### src/rtl/div_issue.sv
// div_issue: issues DIV/DIVU/REM/REMU to an external divider and writes the result back, with a single-entry result cache
`ifndef DIV
`define DIV 3'b100
`endif
`ifndef DIVU
`define DIVU 3'b101
`endif
`ifndef REM
`define REM 3'b110
`endif
`ifndef REMU
`define REMU 3'b111
`endif

module div_issue #(
  parameter bit CACHE_EN = 1'b1
) (
  input  logic        clk,
  input  logic        rst_n,
  input  logic        ex_valid_i,
  input  logic        ex_is_div_i,
  input  logic [2:0]  ex_op_code_i,
  input  logic [31:0] ex_rs1_data_i,
  input  logic [31:0] ex_rs2_data_i,
  input  logic [4:0]  ex_rd_addr_i,
  input  logic        flush_i,
  output logic        div_req_o,
  output logic [31:0] div_data1_o,
  output logic [31:0] div_data2_o,
  output logic [2:0]  div_op_code_o,
  output logic [4:0]  div_reg_wr_addr_o,
  input  logic        div_busy_i,
  input  logic        div_res_ready_i,
  input  logic [31:0] div_res_i,
  output logic        hold_o,
  output logic        wb_we_o,
  output logic [4:0]  wb_addr_o,
  output logic [31:0] wb_data_o
);
  typedef enum logic [2:0] {IDLE, REQ, WAIT, DONE, DRAIN} state_t;
  state_t state, state_nx;
  logic ex_div, acc, hit, c_vld;
  logic [2:0] c_op;
  logic [31:0] c_a, c_b, c_res;
  assign ex_div = ex_valid_i & ex_is_div_i;
  assign acc = (state == IDLE) & ex_div & ~flush_i & ~div_busy_i;
  assign hit = CACHE_EN & c_vld & (c_op == ex_op_code_i) & (c_a == ex_rs1_data_i) & (c_b == ex_rs2_data_i);
  assign wb_addr_o = div_reg_wr_addr_o;
  // next state and strobes; a flush coinciding with the result wins, and reset forces every strobe low
  always_comb begin
    state_nx = state;
    hold_o = 1'b0;
    div_req_o = 1'b0;
    wb_we_o = 1'b0;
    case (state)
      IDLE: begin
        state_nx = acc ? (hit ? DONE : REQ) : IDLE;
        hold_o = ex_div & ~flush_i;
      end
      REQ: begin
        state_nx = flush_i ? IDLE : WAIT;
        hold_o = 1'b1;
        div_req_o = ~flush_i;
      end
      WAIT: begin
        state_nx = flush_i ? (div_res_ready_i ? IDLE : DRAIN) : (div_res_ready_i ? DONE : WAIT);
        hold_o = 1'b1;
      end
      DONE: begin
        state_nx = IDLE;
        wb_we_o = ~flush_i;
      end
      DRAIN: begin
        state_nx = div_res_ready_i ? IDLE : DRAIN;
        hold_o = ex_div;
      end
      default: state_nx = IDLE;
    endcase
    if (rst_n) begin
      hold_o = 1'b0;
      div_req_o = 1'b0;
      wb_we_o = 1'b0;
    end
  end
  // state register, captured request payload, write-back data and cache entry
  always_ff @(posedge clk) begin
    if (rst_n) begin
      state <= IDLE;
      c_vld <= 1'b0;
      div_data1_o <= '0;
      div_data2_o <= '0;
      div_op_code_o <= '0;
      div_reg_wr_addr_o <= '0;
      wb_data_o <= '0;
    end else begin
      state <= state_nx;
      if (acc) begin
        div_data1_o <= ex_rs1_data_i;
        div_data2_o <= ex_rs2_data_i;
        div_op_code_o <= ex_op_code_i;
        div_reg_wr_addr_o <= ex_rd_addr_i;
        if (hit) wb_data_o <= c_res;
      end
      if (state == WAIT && div_res_ready_i && !flush_i) begin
        wb_data_o <= div_res_i;
        c_vld <= 1'b1;
        c_op <= div_op_code_o;
        c_a <= div_data1_o;
        c_b <= div_data2_o;
        c_res <= div_res_i;
      end
    end
  end
endmodule
### config.mk
export PLATFORM = sky130hd
export DESIGN_NAME = div_issue
export DESIGN_NICKNAME = d
export VERILOG_FILES = /design/src/rtl/div_issue.sv
export SDC_FILE = /design/constraint.sdc
export NUM_CORES = 1
export LEC_CHECK = 0
export BUFFER_PORTS_ARGS = -buffer_cell sky130_fd_sc_hd__buf_2
export CAP_MARGIN = 20
export CORE_MARGIN = 1.5
export CORE_UTILIZATION = 30
export DETAILED_ROUTE_END_ITERATION = 16
export GPL_TIMING_DRIVEN = 0
export HOLD_SLACK_MARGIN = 0.12
export PLACE_DENSITY = 0.53
export SLEW_MARGIN = 20
export SYNTH_ARGS = -nofsm -noshare
export SYNTH_HDL_FRONTEND = slang
export SYNTH_SLANG_ARGS = --single-unit
### constraint.sdc
create_clock -name clk -period 7.6 [get_ports clk]
set_input_delay 0.76 -clock clk [delete_from_list [all_inputs] [get_ports clk]]
set_output_delay 0.76 -clock clk [all_outputs]
set_load 0.05 [all_outputs]
==> metrics <==
status finished, final reports clean; worst slew pin tran 866 ps; initial antenna violation count 4; clock sink count 207; CTS Buffer Depth 3; vias in the first global route 6,340; Hold WC Path Type in -> reg; Initial DRC Count 339; worst r2r dst c_a[13]; commonest non-fill, non-tap cells in the layout 223 x buf_2, 146 x nand2_1, 108 x dfxtp_1; R2R Setup Slk 4780 ps; first-pass GRT wire length 37,900 um; CP Cell Sequence clkbuf_1 -> clkbuf_1 -> nor2_1 -> buf_2; Levels on crit path 4; post-route setup slack 4760 ps; element type at the critical path end output port; CTS Hold Bufs 0; R2R cell count 8; CP Data Arrival Time 2080 ps; Worst EP required 6840 ps; FF-to-FF Start state[2]; placed cell areas 0.00964 sq mm; ratio of cells with drive above 1 in the final layout 28.5%; Synth Instances 709; Final min period 2840 ps; Final Hold Vio Count 0; hold slack 437 ps; sequential cell area fraction in the yosys report 64.4%; Syn Nets 820; Finished Layout Cells 1,318; RSZ-0062 raised after global routing no; WL/cell 19.2 um; via density per instance 4.84; Max IR drop VDD 0.000137 V; most common cell after layout, fill and taps aside buf_2; WHS Path Cells 1; post-route cell area 0.0105 sq mm; top cells by area, synth edfxtp_1 37%, dfxtp_1 27%, nand2_1 6.9%, a21oi_1 6.7%, xnor2_1 4.7%; Ports 223; Pwr per Cell Area 248 mW/mm^2; Slowest cell on crit path clkbuf_1; area of the mapped netlist 0.00797 sq mm; share of the synthesized area in the top cell type 37.3%; largest stage delay on the critical path 570 ps; num rows 59; gpl congestion 0.776; hold endpoint c_res[11]; Layout Skew 11.0 ps; via count 6,376; CTS root buf clkbuf_16; HPWL Detailed 18,200 um; CTS tree yes; FMAX 0.352 GHz; CP startpoint kind input pin; nets 1,073; Yosys top cell by area edfxtp_1; final wirelength 25,300 um; ANT nets after route 0; crit path max fanout 10; Die Y 166 um; largest net degree at the start of global routing 24; Area Overhead vs Synth 32.0%; CP Launch Point rst_n; GRT Total Usage 17.8%; hold path start div_res_i[11]; delay-heaviest family, CP buffers and inverters; post-CTS setup repair buffer count 0; Clock transition at path regs 60 ps; Buf/Inv on CP 3; final core occ 40.4%; setup tns final 0 ps; Setup Viol. Count Final 0; Mean Syn Cell Area 11.2 sq um; Overall Power 2.61 mW; CTS resizes 0; GR Overflow Total 0; initial core utilization 30.6%; number of CTS-inserted buffers 24; Die X-Extent 166 um; H-tree levels 1; Max-cap violations 0; Core Region 0.0261 sq mm; DRT Pass-1 Iters 4; pre-CTS setup slack 4190 ps; #FFs+latches synth 207; Placed Instances 1,271; Worst Setup Path Type in -> out; Final period util 37.4%; static leakage 3.83 nW; headroom to the max-slew limit 42.3%; Max Transition Viols Final 0; Worst path most repeated cell clkbuf_1; # port buffers 221; die area 0.0276 sq mm; Unique masters post-synth 32; Synth Warn # 0; drt drc 0; clk_lat worst skew 510 ps
[cells in the mapped netlist (all sizes together)]
| cell | instances |
|---|---|
| or4 | 1 |
| mux2i | 1 |
| nand2b | 11 |
| nor2b | 13 |
| nand4 | 12 |
| a2111o | 4 |
| nand3 | 1 |
| nand4b | 1 |
| nand2 | 146 |
| clkbuf | 43 |
| o21bai | 1 |
| edfxtp | 99 |
| and4 | 2 |
| nor2 | 8 |
| nor4 | 10 |
| o22a | 1 |
| xnor2 | 43 |
| xor2 | 10 |
| inv | 4 |
| o21ai | 2 |
| dfxtp | 108 |
| a21oi | 107 |
| nor3b | 1 |
| o2111ai | 3 |
| nand4bb | 1 |
| buf | 12 |
| o211ai | 32 |
| a32oi | 32 |
[layout make-up]
class	instances	area [sq um]
clock buffers	33	676
flip-flops and latches	207	5130
inverters	4	15.0
repair buffers	227	1230
clock inverters	11	204
multi-input cells	443	2570
fillers	2549	15500
diodes	3	7.51
plain buffers	55	260
well taps	335	419
[report_power, final]
group	internal, mW	switching (mW)	total (mW)
sequential	1.17	0.00611	1.18
combinational	0.0482	0.0980	0.146
clock	0.823	0.457	1.28
total	2.04	0.561	2.61
[registers in the layout, indices dropped and copies added, names as in the netlist]
signal and flops:
div_op_code_o 3, div_reg_wr_addr_o 5, c_res 32, div_data2_o 32
c_b 32, div_data1_o 32, wb_data_o 32, c_vld 1
state 3, c_op 3, c_a 32
[cells by family (layout without fill, tap and decap cells)]
group                     Yosys count  count (layout)  synth area share [%]
DFF                               207             207                  64.4
and+or+nand+nor                   207             207                  11.7
AOI/OAI and AO/OA                 182             182                  14.5
buffers and inverters              59             330                  3.45
xor gates and xnor gates           53              53                  5.82
muxes                               1               1                 0.126
other                               0               3                     0
[per-layer routing]
| metal | global-route usage, % | wire (um) | vias to the layer above |
|---|---|---|---|
| met2 | 29.2 | 11800 | 200 |
| met4 | 5.91 | 705 | 2 |
| met5 | 0 | 12 | - |
| met1 | 23.7 | 11400 | 3058 |
| met3 | 3.36 | 1370 | 45 |
| li1 | - | - | 3071 |
[how the worst max path moves through the flow]
stage / end / slack (ps)
6_report: hold_o / 4760
5_1_grt: wb_data_o[2] / 4510
4_1_cts: wb_data_o[3] / 4680
3_5_place_dp: wb_data_o[3] / 4190
3_3_place_gp: c_a[12] / -1800
2_1_floorplan: c_a[0] / 1530
(Power assumes the default switching activity.)
